[config.mk]
export PLATFORM = sky130hd
export DESIGN_NAME = pulse_bram_drain_flat
export DESIGN_NICKNAME = d
export VERILOG_FILES = /design/src/rtl/pulse_bram_drain_if.sv /design/src/rtl/pulse_bram_drain.sv /design/src/flat_wrapper.sv
export SDC_FILE = /design/constraint.sdc
export NUM_CORES = 1
export LEC_CHECK = 0
export CAP_MARGIN = 25
export CELL_PAD_IN_SITES_DETAIL_PLACEMENT = 1
export CELL_PAD_IN_SITES_GLOBAL_PLACEMENT = 2
export CORE_MARGIN = 5
export CORE_UTILIZATION = 23
export CTS_CLUSTER_DIAMETER = 30
export DETAILED_ROUTE_END_ITERATION = 16
export HOLD_SLACK_MARGIN = 0.05
export PLACE_DENSITY = 0.77
export REMOVE_ABC_BUFFERS = 1
export SLEW_MARGIN = 40
export SYNTH_ARGS = -nofsm -noshare
export SYNTH_HDL_FRONTEND = slang
export SYNTH_SLANG_ARGS = --single-unit
[constraint.sdc]
create_clock -name clk -period 4.14 [get_ports clk]
set_clock_uncertainty 0.15 [all_clocks]
set_input_delay 0.828 -clock clk [delete_from_list [all_inputs] [get_ports clk]]
set_output_delay 0.828 -clock clk [all_outputs]
set_load 0.02 [all_outputs]
[src/rtl/pulse_bram_drain_if.sv]
// Shared-BRAM port and accumulated-sample stream used by the pulse drain.
// master = drain engine, slave = BRAM/consumer side.
interface pulse_bram_drain_if;
  logic [31:0] bram_addr;
  logic [31:0] bram_data_in;
  logic        bram_we;
  logic        bram_ena;
  logic [31:0] bram_data_out;
  logic [31:0] sample_data;
  logic        sample_valid;
  logic        sample_ready;
  logic        sample_last;

  modport master (
    output bram_addr, bram_data_in, bram_we, bram_ena,
    output sample_data, sample_valid, sample_last,
    input  bram_data_out, sample_ready
  );

  modport slave (
    input  bram_addr, bram_data_in, bram_we, bram_ena,
    input  sample_data, sample_valid, sample_last,
    output bram_data_out, sample_ready
  );
endinterface

[src/rtl/pulse_bram_drain.sv]
// Drains the pulse accumulation BRAM word by word: read, offer as a sample,
// then zero the word once the consumer has taken it.
module pulse_bram_drain #(
  parameter int unsigned DEPTH = 2048,
  parameter int unsigned IDXW  = 11
) (
  input  logic                clk,
  input  logic                rst,
  input  logic                enable,
  input  logic [IDXW:0]       depth_words,
  input  logic                gen_busy,
  output logic [15:0]         pass_count,
  pulse_bram_drain_if.master  bus
);

  localparam int unsigned DW = IDXW + 1;
  localparam logic [DW-1:0] DEPTH_MAX = DW'(DEPTH);

  localparam logic [2:0] ST_IDLE  = 3'd0;
  localparam logic [2:0] ST_READ  = 3'd1;
  localparam logic [2:0] ST_WAIT  = 3'd2;
  localparam logic [2:0] ST_HOLD  = 3'd3;
  localparam logic [2:0] ST_CLEAR = 3'd4;

  logic [2:0]      state_q, state_d;
  logic [IDXW-1:0] idx_q, idx_d;
  logic [DW-1:0]   depth_q, depth_d;
  logic [DW-1:0]   depth_lim;
  logic [15:0]     pass_q, pass_d;
  logic [31:0]     addr_q, addr_d;
  logic [31:0]     wdata_q, wdata_d;
  logic [31:0]     sdata_q, sdata_d;
  logic            ena_q, ena_d;
  logic            we_q, we_d;
  logic            valid_q, valid_d;
  logic            last_q, last_d;

  // Requested window length saturated to the physical window size.
  assign depth_lim = (depth_words > DEPTH_MAX) ? DEPTH_MAX : depth_words;

  // Next-state logic; output registers are loaded with the values of the state being entered.
  always_comb begin
    state_d = state_q;
    idx_d   = idx_q;
    depth_d = depth_q;
    pass_d  = pass_q;
    sdata_d = sdata_q;
    wdata_d = 32'h0000_0000;

    case (state_q)
      ST_IDLE: begin
        if (enable && !gen_busy && (depth_words != '0)) begin
          state_d = ST_READ;
          depth_d = depth_lim;
          if (depth_lim <= {1'b0, idx_q}) begin
            idx_d = '0;
          end
        end
      end
      ST_READ: state_d = ST_WAIT;
      ST_WAIT: begin
        sdata_d = bus.bram_data_out;
        state_d = ST_HOLD;
      end
      ST_HOLD: begin
        if (bus.sample_ready) begin
          state_d = ST_CLEAR;
        end
      end
      ST_CLEAR: begin
        if ({1'b0, idx_q} == (depth_q - DW'(1))) begin
          idx_d  = '0;
          pass_d = pass_q + 16'd1;
        end else begin
          idx_d = idx_q + IDXW'(1);
        end
        state_d = (enable && !gen_busy) ? ST_READ : ST_IDLE;
      end
      default: state_d = ST_IDLE;
    endcase

    ena_d   = (state_d == ST_READ) || (state_d == ST_CLEAR);
    we_d    = (state_d == ST_CLEAR);
    valid_d = (state_d == ST_HOLD);
    last_d  = valid_d && ({1'b0, idx_d} == (depth_d - DW'(1)));
    addr_d  = 32'({idx_d, 2'b00});
  end

  // State and output registers.
  always_ff @(posedge clk) begin
    if (rst) begin
      state_q <= ST_IDLE;
      idx_q   <= '0;
      depth_q <= '0;
      pass_q  <= '0;
      addr_q  <= '0;
      wdata_q <= '0;
      sdata_q <= '0;
      ena_q   <= 1'b0;
      we_q    <= 1'b0;
      valid_q <= 1'b0;
      last_q  <= 1'b0;
    end else begin
      state_q <= state_d;
      idx_q   <= idx_d;
      depth_q <= depth_d;
      pass_q  <= pass_d;
      addr_q  <= addr_d;
      wdata_q <= wdata_d;
      sdata_q <= sdata_d;
      ena_q   <= ena_d;
      we_q    <= we_d;
      valid_q <= valid_d;
      last_q  <= last_d;
    end
  end

  assign bus.bram_addr    = addr_q;
  assign bus.bram_data_in = wdata_q;
  assign bus.bram_we      = we_q;
  assign bus.bram_ena     = ena_q;
  assign bus.sample_data  = sdata_q;
  assign bus.sample_valid = valid_q;
  assign bus.sample_last  = last_q;
  assign pass_count       = pass_q;

endmodule

[src/flat_wrapper.sv]
// flat-port wrapper written by rule: the top's interface ports become plain ports
module pulse_bram_drain_flat 
#(
  parameter int unsigned DEPTH = 2048,
  parameter int unsigned IDXW  = 11
)
  (clk, rst, enable, depth_words, gen_busy, pass_count, bus_bram_addr, bus_bram_data_in, bus_bram_we, bus_bram_ena, bus_sample_data, bus_sample_valid, bus_sample_last, bus_bram_data_out, bus_sample_ready);
  pulse_bram_drain_if bus_i ();
  input  logic clk;
  input  logic rst;
  input  logic enable;
  input  logic [IDXW:0] depth_words;
  input  logic gen_busy;
  output logic [15:0] pass_count;
  output wire logic [$bits(bus_i.bram_addr)-1:0] bus_bram_addr;
  output wire logic [$bits(bus_i.bram_data_in)-1:0] bus_bram_data_in;
  output wire logic [$bits(bus_i.bram_we)-1:0] bus_bram_we;
  output wire logic [$bits(bus_i.bram_ena)-1:0] bus_bram_ena;
  output wire logic [$bits(bus_i.sample_data)-1:0] bus_sample_data;
  output wire logic [$bits(bus_i.sample_valid)-1:0] bus_sample_valid;
  output wire logic [$bits(bus_i.sample_last)-1:0] bus_sample_last;
  input wire logic [$bits(bus_i.bram_data_out)-1:0] bus_bram_data_out;
  input wire logic [$bits(bus_i.sample_ready)-1:0] bus_sample_ready;
  assign bus_bram_addr = bus_i.bram_addr;
  assign bus_bram_data_in = bus_i.bram_data_in;
  assign bus_bram_we = bus_i.bram_we;
  assign bus_bram_ena = bus_i.bram_ena;
  assign bus_sample_data = bus_i.sample_data;
  assign bus_sample_valid = bus_i.sample_valid;
  assign bus_sample_last = bus_i.sample_last;
  assign bus_i.bram_data_out = bus_bram_data_out;
  assign bus_i.sample_ready = bus_sample_ready;
  pulse_bram_drain #(.DEPTH(DEPTH), .IDXW(IDXW)) u_core (.clk(clk), .rst(rst), .enable(enable), .depth_words(depth_words), .gen_busy(gen_busy), .pass_count(pass_count), .bus(bus_i));
endmodule
Yosys cells after proc, flatten, opt, wreduce, memory -nomap -nowiden
Cells that the tools add are included.

Register bits: 99. Output and inout bits: 116.

$add $sub $neg: 4. $lt $le $gt $ge: 2. Equal/unequal tests: 9. Muxes and demuxes: 11. Reduce and logical (&&, ||, !) cells: 8.

Operators with widths (count): $mux 12 (3); $mux 11 (3); $eq 11x12->1 (2); $sub 12x1->12 const B (2); $pmux 11 s2 (1); $add 16x1->16 const B (1); $pmux 3 s5 (1); $gt 12x12->1 const B (1); $le 12x11->1 (1); $reduce_bool 12->1 (1); $add 11x1->11 const B (1); $eq 3x2->1 const B (3); $eq 3x1->1 const B (2); $eq 3x3->1 const B (2); $mux 3 (2); $logic_and 1x1->1 (3); $logic_not 3->1 (1); $reduce_and 2->1 (1); $logic_not 1->1 (1); $logic_or 1x1->1 (1); $mux 1 (1).

Depth between registers and ports, before layout
Gate-level depths: netlist of run 1.

Depth after elaboration: 8. Depth in mapped cells: 17.

Worst setup path before layout of run 1
No wires, ideal clock.

Kind: input -> register. Start point: input port gen_busy. End point: register u_core.last_q (netlist: u_core.bus.sample_last). Library setup time: 0.118 ns. Arrival: 3.782 ns. Required time: 3.872 ns. Path slack: 0.091 ns. Cell stages on the path: 17. Path through: nand2b_1 > nor4_1 > and2_1 > clkbuf_1 > clkbuf_1 > nor2_1 > a21oi_1 > ha_1 > clkbuf_1 > nand2_1 > nor3_1 > xnor2_1 > mux2i_1 > xor2_1 > nand3b_1 > a21oi_1 > o2111a_1.

Longest elaborated chain between the ends: 8. Elaborated cells between the ends (all ways): 14. Classes of those cells: add/sub: 1; eq/ne: 2; mux: 7; reduce/logical: 4.

Ends and longest elaborated chain: from (decl) (line flat_wrapper.sv:13) `input logic gen_busy;`; $logic_not 1->1 (*) (line pulse_bram_drain.sv:52, pulse_bram_drain.sv:77); $logic_and 1x1->1 (*) (line pulse_bram_drain.sv:52, pulse_bram_drain.sv:77); $logic_and 1x1->1 (line pulse_bram_drain.sv:52) `if (enable && !gen_busy && (depth_words != '0)) begin`; $mux 12 (line pulse_bram_drain.sv:52); $mux 12 (line pulse_bram_drain.sv:50) `case (state_q)`; $sub 12x1->12 (line pulse_bram_drain.sv:85) `last_d = valid_d && ({1'b0, idx_d} == (depth_d - DW'(1)));`; $eq 11x12->1 (line pulse_bram_drain.sv:85); $logic_and 1x1->1 (*) (line pulse_bram_drain.sv:85); to (signal assigned) (line pulse_bram_drain.sv:114) `last_q <= last_d;`; to (decl) (line pulse_bram_drain.sv:36) `logic last_q, last_d;`.

Mark *: on every way between the ends. The rest lies on a longest branch, timed or not. A chain may end at the register's enable or synchronous reset.

Worst setup path in the final report of run 1
Start point: input port depth_words[10]. End point: register u_core.last_q (netlist: u_core.bus.sample_last).

Longest elaborated chain between the ends: 8. Elaborated cells between the ends (all ways): 16. Classes of those cells: add/sub: 1; order compare: 2; eq/ne: 2; mux: 8; reduce/logical: 3.

Ends and longest elaborated chain: from (decl) (line flat_wrapper.sv:12) `input logic [IDXW:0] depth_words;`; $gt 12x12->1 (line pulse_bram_drain.sv:39) `assign depth_lim = (depth_words > DEPTH_MAX) ? DEPTH_MAX : depth_words;`; $mux 12 (line pulse_bram_drain.sv:39); $le 12x11->1 (line pulse_bram_drain.sv:55) `if (depth_lim <= {1'b0, idx_q}) begin`; $mux 11 (line pulse_bram_drain.sv:55); $mux 11 (line pulse_bram_drain.sv:52); $pmux 11 s2 (line pulse_bram_drain.sv:50); $eq 11x12->1 (line pulse_bram_drain.sv:85); $logic_and 1x1->1 (*) (line pulse_bram_drain.sv:85).

Marks and branches as above.

==> qor.txt, run 1 <==
PLACED DESIGN
----------------------------------------------------------------------------------------
Count of placed standard cells including taps .............................        1,040
Global placer's final weighted congestion .................................        0.852
Number of buffers inserted by port buffering ..............................          111
HPWL after detailed placement .............................................      13.9 mm

GLOBAL ROUTING
----------------------------------------------------------------------------------------
Vias in the first global route ............................................        4,756
Overall overflow remaining after global route .............................            0
Combined global-route utilization of all metal layers .....................        14.1%
Initial antenna violation count ...........................................            0
Largest net degree at the start of global routing .........................           76
First-pass GRT wire length ................................................      26.8 mm

CELLS AND AREA
----------------------------------------------------------------------------------------
Diode count ...............................................................            0
Area of the multi-input gates .............................................     3030 µm²
Post-route core utilization ...............................................        32.2%
Final non-filler cell total ...............................................        1,055
Storage element area ......................................................     1560 µm²
Final nets ................................................................          840
Area growth from synthesis to final layout ................................        36.8%
Fraction of layout instances using a drive strength above 1 ...............        10.3%
# fillers .................................................................        2,528

YOSYS
----------------------------------------------------------------------------------------
Synth async-reset ratio ...................................................           0%
Cell types occupying the most area after synthesis ........................ sky130_fd_sc_hd__dfxtp_1 31%, sky130_fd_sc_hd__buf_4 8.0%, sky130_fd_sc_hd__nand2_1 6.9%
Most used flip-flop cell after synthesis .................................. sky130_fd_sc_hd__dfxtp_1
Area leader, netlist ...................................................... sky130_fd_sc_hd__dfxtp_1
Number of synthesized flops with an enable pin ............................            0
Fraction of the yosys area taken by sequential cells ......................        31.3%
Number of warnings issued by yosys ........................................            0
Count of cell types in the netlist ........................................           69
Synthesized flop and latch total ..........................................           78
Mean cell area of the mapped netlist ......................................     7.87 µm²
Post-synthesis cell area ..................................................     4980 µm²
Cell count after synthesis ................................................          633
Fraction of post-synthesis cell area in the top cell type by area .........        31.3%

POWER AND IR DROP
----------------------------------------------------------------------------------------
Cell-internal power .......................................................      1.49 mW
Share of power burned in registers ........................................        38.0%
Total net switching power .................................................     0.601 mW
Power density over the cells ..............................................   307 nW/µm²
Leakage power .............................................................      2.56 nW
Switching part of the total power .........................................        28.7%
Clock share of power ......................................................        40.8%
Worst supply voltage drop on vdd ..........................................       200 µV
Total power draw ..........................................................      2.09 mW
Part of the total power dissipated in combinational logic .................        21.2%

SETUP PATH
----------------------------------------------------------------------------------------
Maximum single-stage delay on the critical path ...........................      0.52 ns
Critical-path top delay cell .............................................. sky130_fd_sc_hd__clkdlybuf4s50_1
Ordered cell list for the critical path ................................... clkdlybuf4s50_1 -> nor2b_1 -> ha_1 -> a211oi_1 -> o211ai_1 -> or2_2 -> buf_4 -> o21ai_0 -> nand2_1 -> a21boi_1 -> xnor2_1 -> nor4_1 -> o2111a_1
Worst-path fanout max .....................................................            4
Class of the most critical setup path .....................................       in2reg
Worst setup SP type ....................................................... primary input
Kind of end point of the critical path ....................................    flip-flop
Data arrival, critical path ...............................................      4.04 ns
CP required ...............................................................      4.27 ns

TIMING
----------------------------------------------------------------------------------------
Post-layout min period ....................................................      3.90 ns
Hold violation count in the final report ..................................            0
Period utilisation layout .................................................        94.3%
Worst max-slew margin expressed relative to the limit .....................        50.1%
Measured slew at the worst slew-check pin .................................     0.748 ns
Top achievable clock speed ................................................    0.256 GHz
Setup violation total in the final timing report ..........................            0
Worst hold slack ..........................................................     0.306 ns
RSZ-0062 raised after global routing ......................................           no
Number of pins with negative max-slew slack in the final report ...........            0

STATUS
----------------------------------------------------------------------------------------
Run status ................................................................    completed

FLOORPLANNING
----------------------------------------------------------------------------------------
Standard-cell row count ...................................................           53
Area of the die ...........................................................   24,700 µm²
Starting density of the core ..............................................        23.5%
Core region area ..........................................................   21,200 µm²
Horizontal die dimension ..................................................       157 µm
Count of boundary I/O pins ................................................          165
Die H .....................................................................       157 µm

ROUTING
----------------------------------------------------------------------------------------
Routed Wire Length ........................................................      17.8 mm
WL per Instance ...........................................................      16.9 µm
DR vias/cell ..............................................................         4.56
Total number of vias ......................................................        4,806
Remaining routing DRC violations ..........................................            0
Number of violations reported at the end of detailed-routing iteration 0 ..          133
Number of nets with antenna violations after routing ......................            0
Number of search-and-repair iterations in the first detailed-routing pass .            4

CLOCK TREE
----------------------------------------------------------------------------------------
H-tree depth ..............................................................            3
Post-CTS sizing ...........................................................            0
Clock tree from TritonCTS .................................................        built
Skew-Pair Late Insertion Delay ............................................      0.34 ns
Number of buffers created by CTS ..........................................            9
CTS root buffer ........................................................... sky130_fd_sc_hd__clkbuf_16
Buffers from clock root to sink, at most ..................................            2
Number of clock sinks .....................................................           78
Clock-pin transition on the worst setup and hold timing paths .............      0.07 ns
Count of hold-fix buffers inserted at cts .................................            0
Post-CTS setup buffer count ...............................................            0

RUN
----------------------------------------------------------------------------------------
Number of max-capacitance violations reported .............................            0

WORST HOLD PATH
----------------------------------------------------------------------------------------
Hold Crit Class ...........................................................      reg2reg

-- state kept, by name, indices dropped and copies added (netlist names) --
| register | count |
|---|---|
| u_core.depth_q | 12 |
| u_core.bus.sample_valid | 1 |
| u_core.bus.sample_data | 32 |
| u_core.bus.sample_last | 1 |
| u_core.bus.bram_we | 1 |
| u_core.bus.bram_ena | 1 |
| u_core.state_q | 3 |
| u_core.idx_q | 11 |
| u_core.pass_count | 16 |
-- synthesized netlist by cell type, drive strengths merged, types with 5 or more instances --
master and instances:
nand3 13, inv 18, buf 56, xnor2 18
nand2 91, clkbuf 26, or3 8, nor4 6
nor2 47, and3 5, o211ai 8, dfxtp 78
nor3 20, nor2b 16, ha 15, a21oi 51
o221ai 6, a21boi 5, xor2 19, mux2i 10
or4 6, o21ai 21, nand4 13, and2 6
nand2b 6, a211oi 7
-- worst max-delay path, delay by kind of cell --
kind / cells / cell delay, ns
buffers and inverters: 2 / 0.67
and+or+nand+nor: 4 / 1.02
AOI/OAI and AO/OA: 5 / 1.10
adders and majority gates: 1 / 0.29
xor gates and xnor gates: 1 / 0.13
-- layout by cell type (no fill, tap or decap), drive strengths merged, types with 15 or more instances in the layout --
cell           count
a21oi             51
buf               52
clkdlybuf4s50    109
conb              53
dfxtp             78
ha                15
inv               18
nand2             91
nor2              47
nor2b             16
nor3              20
o21ai             21
xnor2             18
xor2              19
-- metal layers --
layer	share of wire [%]	GRT usage, %
met1	43	18.2
met2	49	23.4
met3	6.1	3.05
met4	1.5	4.47
met5	0	0
-- layout make-up --
cell class	instances	share of cell area, %
multi-input cells	507	44.5
flip-flops and latches	78	22.9
repair buffers	162	21.9
well taps	275	5.05
clock buffers	9	3.30
clock inverters	6	1.29
inverters	18	0.991
-- per-stage QoR --
step / TNS [ns] / cell area, µm² / setup WS [ns]
global placement: -0.118 / 6500 / -0.118
finish: 0 / 6820 / 0.236
global route: 0 / 6820 / 0.0403
detailed placement: -0.207 / 6500 / -0.207
CTS: 0 / 6810 / 0.150
floorplan: 0 / 4660 / 0.332
-- worst paths after layout --
path                         startpoint                          to  slack, ns  depth (start not counted)
max                     depth_words[10]      u_core.bus.sample_last       0.24                         13
min          u_core.bus.sample_data[28]  u_core.bus.sample_data[28]       0.31                          2
max reg2reg           u_core.depth_q[0]      u_core.bus.sample_last       0.32                         11
min reg2reg  u_core.bus.sample_data[28]  u_core.bus.sample_data[28]       0.31                          2
-- cells by family (layout without fill, tap and decap cells) --
| group | count (synthesis) | after routing | share of synthesized area (%) |
|---|---|---|---|
| XOR/XNOR | 39 | 39 | 7.44 |
| buffers and inverters | 100 | 195 | 11.7 |
| AND/OR/NAND/NOR | 258 | 258 | 26.5 |
| flip-flops | 78 | 78 | 31.3 |
| AO/OA/AOI/OAI | 130 | 130 | 16.8 |
| multiplexers | 12 | 12 | 2.46 |
| other | 1 | 53 | 0.0753 |
| adder cells (fa/ha/maj) | 15 | 15 | 3.77 |
-- power by group through the flow --
stage | logic, mW | clock network (mW) | registers, mW
after floorplan | 0.225 | 0 | 0.830
after global placement | 0.443 | 0 | 0.811
after detailed placement | 0.444 | 0 | 0.812
after CTS | 0.446 | 0.889 | 0.795
after global routing | 0.483 | 0.915 | 0.798
final | 0.443 | 0.855 | 0.795
No activity file was read; power rests on OpenSTA's default activity.
==> run 2: changes to the inputs <==
==> constraint.sdc (replaced) <==
create_clock -name clk -period 4.14 [get_ports clk]
set_clock_uncertainty 0.15 [all_clocks]
set_input_delay 0.414 -clock clk [delete_from_list [all_inputs] [get_ports clk]]
set_output_delay 0.414 -clock clk [all_outputs]
set_load 0.02 [all_outputs]
==> run 2 against run 1 <==
Effect of this change: setup slack better by 0.090 ns; largest power group unchanged; highest routed layer unchanged; wire length fell by 0.58%; clock-buffer cell count rose by 1; combinational power is 3% lower; cell area fell by 2.4%; via count decreased by 1.4%.
==> qor.txt, run 2 (synthesis gave the netlist of run 1 again) <==
CLOCK TREE
----------------------------------------------------------------------------------------
Post-CTS setup buffer count ...............................................            0
H-tree depth ..............................................................            3
Number of clock sinks .....................................................           78
Count of hold-fix buffers inserted at cts .................................            0
Clock tree from TritonCTS .................................................        built
Skew-Pair Late Insertion Delay ............................................      0.34 ns
CTS root buffer ........................................................... sky130_fd_sc_hd__clkbuf_16
Clock-pin transition on the worst setup and hold timing paths .............      0.06 ns
Buffers from clock root to sink, at most ..................................            2
Post-CTS sizing ...........................................................            0
Number of buffers created by CTS ..........................................            9

CELLS AND AREA
----------------------------------------------------------------------------------------
Most common library cell in the layout ignoring fill and taps ............. sky130_fd_sc_hd__clkdlybuf4s50_1
Area growth from synthesis to final layout ................................        33.5%
Final nets ................................................................          814
# fillers .................................................................        2,519
Fraction of layout instances using a drive strength above 1 ...............        7.16%
Diode count ...............................................................            0
Max reg flops .............................................................           32
Post-route core utilization ...............................................        31.4%
Commonest non-fill, non-tap cells in the layout ........................... 110 x sky130_fd_sc_hd__clkdlybuf4s50_1, 91 x sky130_fd_sc_hd__nand2_1, 78 x sky130_fd_sc_hd__dfxtp_1, 53 x sky130_fd_sc_hd__conb_1, 51 x sky130_fd_sc_hd__a21oi_1
Final Instance Area .......................................................     6650 µm²

FLOORPLANNING
----------------------------------------------------------------------------------------
Area of the die ...........................................................   24,700 µm²
Count of boundary I/O pins ................................................          165
Horizontal die dimension ..................................................       157 µm
Die H .....................................................................       157 µm
Standard-cell row count ...................................................           53
Starting density of the core ..............................................        23.5%
Core region area ..........................................................   21,200 µm²

WORST HOLD PATH
----------------------------------------------------------------------------------------
Worst min-delay path startpoint ...........................................          rst
Cell count of the worst hold path .........................................            2
Terminating pin of the worst hold path .................................... u_core.state_q[1]
Hold Crit Class ...........................................................       in2reg

TIMING
----------------------------------------------------------------------------------------
Setup violation total in the final timing report ..........................            0
RSZ-0062 raised after global routing ......................................           no
Worst hold slack ..........................................................     0.241 ns
Top achievable clock speed ................................................    0.262 GHz
Hold violation count in the final report ..................................            0
Period utilisation layout .................................................        92.1%
Worst max-slew margin expressed relative to the limit .....................        53.8%
Setup_tns .................................................................         0 ns
Post-layout min period ....................................................      3.81 ns
Number of pins with negative max-slew slack in the final report ...........            0
Measured slew at the worst slew-check pin .................................     0.683 ns

ROUTING
----------------------------------------------------------------------------------------
Number of violations reported at the end of detailed-routing iteration 0 ..          188
Routed Wire Length ........................................................      17.7 mm
Number of search-and-repair iterations in the first detailed-routing pass .            4
WL per Instance ...........................................................      17.2 µm
Remaining routing DRC violations ..........................................            0
DR vias/cell ..............................................................         4.61
Number of nets with antenna violations after routing ......................            0
Total number of vias ......................................................        4,741

POWER AND IR DROP
----------------------------------------------------------------------------------------
Share of power burned in registers ........................................        36.8%
Power density over the cells ..............................................   324 nW/µm²
Cell-internal power .......................................................      1.56 mW
Switching part of the total power .........................................        27.8%
Worst supply voltage drop on vdd ..........................................       220 µV
Total net switching power .................................................     0.600 mW
Clock share of power ......................................................        43.3%
Part of the total power dissipated in combinational logic .................        19.8%
Total power draw ..........................................................      2.16 mW
Leakage power .............................................................      2.45 nW

PLACED DESIGN
----------------------------------------------------------------------------------------
HPWL after detailed placement .............................................      13.8 mm
Number of buffers inserted by port buffering ..............................          111
Global placer's final weighted congestion .................................        0.872
Placed Area ...............................................................     6300 µm²

GLOBAL ROUTING
----------------------------------------------------------------------------------------
Overall overflow remaining after global route .............................            0
Largest net degree at the start of global routing .........................           76
Vias in the first global route ............................................        4,766
Combined global-route utilization of all metal layers .....................        14.0%
Initial antenna violation count ...........................................            0
First-pass GRT wire length ................................................      26.8 mm

STATUS
----------------------------------------------------------------------------------------
Run status ................................................................    completed

SETUP PATH
----------------------------------------------------------------------------------------
FF-to-FF setup slack ......................................................      0.34 ns
CP required ...............................................................      4.27 ns
Kind of end point of the critical path ....................................    flip-flop
Class of the most critical setup path .....................................       in2reg
Worst R2R Start ........................................................... u_core.depth_q[0]
Worst-path fanout max .....................................................           11
FF-to-FF path depth .......................................................           11
Data arrival, critical path ...............................................      3.94 ns
Worst setup SP type ....................................................... primary input
End of the worst register-to-register path ................................ u_core.bus.sample_last

RUN
----------------------------------------------------------------------------------------
Number of max-capacitance violations reported .............................            0

[run 2: cell count changes in the layout (fill, tap and decap cells not counted)]
cell                              delta
sky130_fd_sc_hd__inv_6               +1
sky130_fd_sc_hd__bufinv_16           +1
sky130_fd_sc_hd__clkdlybuf4s50_1     +1
sky130_fd_sc_hd__clkbuf_8            +1
sky130_fd_sc_hd__buf_4              -26
sky130_fd_sc_hd__dlymetal6s2s_1      -1
sky130_fd_sc_hd__clkinv_4            -2
sky130_fd_sc_hd__clkinv_2            -2
sky130_fd_sc_hd__clkinvlp_4          +1
[run 2: power groups by stage]
stage | clock network, mW | logic, mW | registers, mW
2_1_floorplan | 0 | 0.225 | 0.830
3_3_place_gp | 0 | 0.424 | 0.811
3_5_place_dp | 0 | 0.428 | 0.811
4_1_cts | 0.972 | 0.430 | 0.795
5_1_grt | 1.00 | 0.465 | 0.798
6_report | 0.935 | 0.428 | 0.795
[run 2: cell type report]
type | instances | area, µm² | share of cell area [%]
repair buffers | 136 | 1300 | 19.5
flip-flops and latches | 78 | 1560 | 23.5
inverters | 18 | 67.6 | 1.02
multi-input cells | 507 | 3030 | 45.6
well taps | 275 | 344 | 5.17
clock buffers | 10 | 239 | 3.59
clock inverters | 5 | 106 | 1.60
[run 2: worst max-delay path by stage]
stage,slack (ns),endpoint,start,depth (start not counted)
global route,0.16,u_core.bus.sample_last,depth_words[11],14
floorplan,0.71,u_core.pass_count[11],u_core.depth_q[3],8
global placement,0.19,u_core.bus.sample_last,depth_words[11],13
detailed placement,-0.008,u_core.bus.sample_last,depth_words[11],13
CTS,0.34,u_core.bus.sample_last,u_core.depth_q[0],11
finish,0.33,u_core.bus.sample_last,depth_words[11],12
[run 2: metrics by stage]
step                      setup WS [ns]  cells
after floorplan                   0.713    603
after global placement            0.185   1014
after detailed placement       -0.00784   1014
after CTS                         0.336   1029
after global routing              0.159   1029
final                             0.326   1029
[run 2: layer usage]
metal | wire length [µm] | global-route usage [%] | up-vias | part of all wire (%)
li1 | - | - | 2347 | -
met3 | 788 | 2.20 | 18 | 4.4
met4 | 365 | 5.16 | 0 | 2.1
met5 | 0 | 0 | - | 0
met2 | 8770 | 23.7 | 102 | 49
met1 | 7810 | 17.9 | 2274 | 44
[run 2: worst max-delay path, stage by stage]
cell,delay [ns]
sky130_fd_sc_hd__clkdlybuf4s50_1,0.68
sky130_fd_sc_hd__nor2b_1,0.16
sky130_fd_sc_hd__ha_1,0.32
sky130_fd_sc_hd__nand4b_1,0.19
sky130_fd_sc_hd__or3_1,0.48
sky130_fd_sc_hd__nor2b_1,0.17
sky130_fd_sc_hd__o21a_1,0.18
sky130_fd_sc_hd__or3_1,0.35
sky130_fd_sc_hd__a21boi_0,0.17
sky130_fd_sc_hd__o221ai_1,0.15
sky130_fd_sc_hd__nor4_1,0.43
sky130_fd_sc_hd__o2111a_1,0.24
==> run 3: changes to the inputs <==
--- a/config.mk
+++ b/config.mk
@@ -8,12 +8,12 @@
 export CAP_MARGIN = 25
 export CELL_PAD_IN_SITES_DETAIL_PLACEMENT = 1
 export CELL_PAD_IN_SITES_GLOBAL_PLACEMENT = 2
-export CORE_MARGIN = 5
+export CORE_MARGIN = 2
 export CORE_UTILIZATION = 23
 export CTS_CLUSTER_DIAMETER = 30
 export DETAILED_ROUTE_END_ITERATION = 16
 export HOLD_SLACK_MARGIN = 0.05
-export PLACE_DENSITY = 0.77
+export PLACE_DENSITY = 0.8
 export REMOVE_ABC_BUFFERS = 1
 export SLEW_MARGIN = 40
 export SYNTH_ARGS = -nofsm -noshare
==> run 3 against run 2 <==
Effect of this change: cell count about the same; maximum frequency decreased by 0.89%; utilization decreased by 0.28 points; register-to-register slack got worse by 0.04 ns; combinational power about the same.
==> qor.txt, run 3 (synthesis gave the netlist of run 1 again) <==
STATUS
----------------------------------------------------------------------------------------
Run status ................................................................    completed

POWER AND IR DROP
----------------------------------------------------------------------------------------
Power density over the cells ..............................................   299 nW/µm²
Leakage power .............................................................      2.42 nW
Total power draw ..........................................................      1.97 mW
Worst supply voltage drop on vdd ..........................................       174 µV

CLOCK TREE
----------------------------------------------------------------------------------------
Count of hold-fix buffers inserted at cts .................................            0
Clock tree from TritonCTS .................................................        built
Clock-pin transition on the worst setup and hold timing paths .............      0.06 ns
CTS root buffer ........................................................... sky130_fd_sc_hd__clkbuf_16
Post-CTS setup buffer count ...............................................            0
Number of buffers created by CTS ..........................................            9
H-tree depth ..............................................................            3
Number of clock sinks .....................................................           78
Skew-Pair Late Insertion Delay ............................................      0.34 ns
Post-CTS sizing ...........................................................            0
Buffers from clock root to sink, at most ..................................            2

CELLS AND AREA
----------------------------------------------------------------------------------------
Final Instance Area .......................................................     6590 µm²
# fillers .................................................................        2,551
Area of the multi-input gates .............................................     3030 µm²
Max reg flops .............................................................           32
Diode count ...............................................................            0
Most common library cell in the layout ignoring fill and taps ............. sky130_fd_sc_hd__clkdlybuf4s50_1
Commonest non-fill, non-tap cells in the layout ........................... 110 x sky130_fd_sc_hd__clkdlybuf4s50_1, 91 x sky130_fd_sc_hd__nand2_1, 78 x sky130_fd_sc_hd__dfxtp_1, 53 x sky130_fd_sc_hd__conb_1, 51 x sky130_fd_sc_hd__a21oi_1
Fraction of layout instances using a drive strength above 1 ...............        7.15%
Final nets ................................................................          814
Storage element area ......................................................     1560 µm²
Area growth from synthesis to final layout ................................        32.3%

SETUP PATH
----------------------------------------------------------------------------------------
Cell family with most CP delay ............................................ simple AND/OR/NAND/NOR gates
Class of the most critical setup path .....................................       in2reg
Ordered cell list for the critical path ................................... clkdlybuf4s50_1 -> nor2b_1 -> ha_1 -> nand4b_1 -> or3_1 -> nor2b_1 -> o21a_1 -> or3_1 -> a21boi_0 -> o221ai_1 -> nor4_1 -> o2111a_1
Kind of end point of the critical path ....................................    flip-flop
Data arrival, critical path ...............................................      3.98 ns
Maximum single-stage delay on the critical path ...........................      0.72 ns
Critical-path top delay cell .............................................. sky130_fd_sc_hd__clkdlybuf4s50_1
Worst-path fanout max .....................................................           13
Worst R2R Start ........................................................... u_core.depth_q[0]
Worst setup SP type ....................................................... primary input
Critical Path Start ....................................................... depth_words[11]
CP required ...............................................................      4.27 ns
Total buffers and inverters traversed by the critical path ................            1

GLOBAL ROUTING
----------------------------------------------------------------------------------------
Overall overflow remaining after global route .............................            0
Vias in the first global route ............................................        4,693
Largest net degree at the start of global routing .........................           41
Combined global-route utilization of all metal layers .....................        15.0%
Initial antenna violation count ...........................................            0
First-pass GRT wire length ................................................      26.2 mm

FLOORPLANNING
----------------------------------------------------------------------------------------
Starting density of the core ..............................................        23.5%
Count of boundary I/O pins ................................................          165
Horizontal die dimension ..................................................       151 µm
Area of the die ...........................................................   22,800 µm²
Core region area ..........................................................   21,200 µm²
Die H .....................................................................       151 µm
Standard-cell row count ...................................................           53

WORST HOLD PATH
----------------------------------------------------------------------------------------
Hold Crit Class ...........................................................       in2reg
Worst min-delay path startpoint ...........................................          rst

ROUTING
----------------------------------------------------------------------------------------
DR vias/cell ..............................................................         4.67
Number of nets with antenna violations after routing ......................            0
Routed Wire Length ........................................................      17.0 mm
Remaining routing DRC violations ..........................................            0
Number of violations reported at the end of detailed-routing iteration 0 ..          303
Number of search-and-repair iterations in the first detailed-routing pass .            4
WL per Instance ...........................................................      16.5 µm
Total number of vias ......................................................        4,811

PLACED DESIGN
----------------------------------------------------------------------------------------
Global placer's final weighted congestion .................................        0.886
HPWL after detailed placement .............................................      13.5 mm
Placed Area ...............................................................     6310 µm²
Number of buffers inserted by port buffering ..............................          111

TIMING
----------------------------------------------------------------------------------------
Setup violation total in the final timing report ..........................            0
RSZ-0062 raised after global routing ......................................           no
Hold violation count in the final report ..................................            0
Worst max-slew margin expressed relative to the limit .....................        51.1%
Period utilisation layout .................................................        92.9%
Top achievable clock speed ................................................    0.260 GHz
Post-layout min period ....................................................      3.85 ns
Measured slew at the worst slew-check pin .................................     0.732 ns
Number of pins with negative max-slew slack in the final report ...........            0

RUN
----------------------------------------------------------------------------------------
Number of max-capacitance violations reported .............................            0

[run 3: changes by cell type in the layout (fill, tap and decap cells not counted), sizes merged]
cell | previous run | this run
clkinvlp | 1 | 2
clkinv | 0 | 2
clkbuf | 10 | 11
bufinv | 3 | 0
[run 3: layer usage]
layer / up-vias / global-route usage (%) / part of all wire, %
met5: - / 0 / 0
met4: 0 / 4.86 / 1.6
met3: 18 / 2.35 / 5.1
met2: 132 / 24.3 / 49
met1: 2311 / 20.3 / 45
li1: 2350 / - / -
[run 3: power breakdown]
part / leakage, nW / total (mW) / internal (mW) / switching (mW)
registers: 0.632 / 0.794 / 0.775 / 0.0190
clock network: 0.132 / 0.746 / 0.423 / 0.323
logic: 1.65 / 0.430 / 0.179 / 0.252
total: 2.42 / 1.97 / 1.38 / 0.594
[run 3: path summary, 6_finish.rpt]
kind	endpoint	slack [ns]	cells after the start
worst max-delay path	u_core.bus.sample_last	0.29	12
worst min-delay path	u_core.state_q[1]	0.23	2
worst max register to register	u_core.bus.sample_last	0.30	11
worst min register to register	u_core.bus.sample_data[10]	0.30	2
[run 3: stage by stage]
stage | worst slack [ns] | setup TNS [ns] | utilization, % | cells | hold slack, ns
floorplan | 0.713 | 0 | - | 603 | 0.319
global placement | 0.204 | 0 | 29.8 | 1013 | 0.292
detailed placement | -0.0449 | -0.0449 | 29.8 | 1014 | 0.296
CTS | 0.312 | 0 | 31.2 | 1030 | 0.221
global route | 0.0300 | 0 | 31.2 | 1030 | 0.224
finish | 0.292 | 0 | 31.2 | 1030 | 0.231
[run 3: layout make-up]
type	count	area share [%]
clock buffer	11	3.68
tap	275	5.22
clock inverter	5	0.513
sequential	78	23.7
inverter	18	1.03
multi-input combinational	507	46.0
timing repair buffer	136	19.8
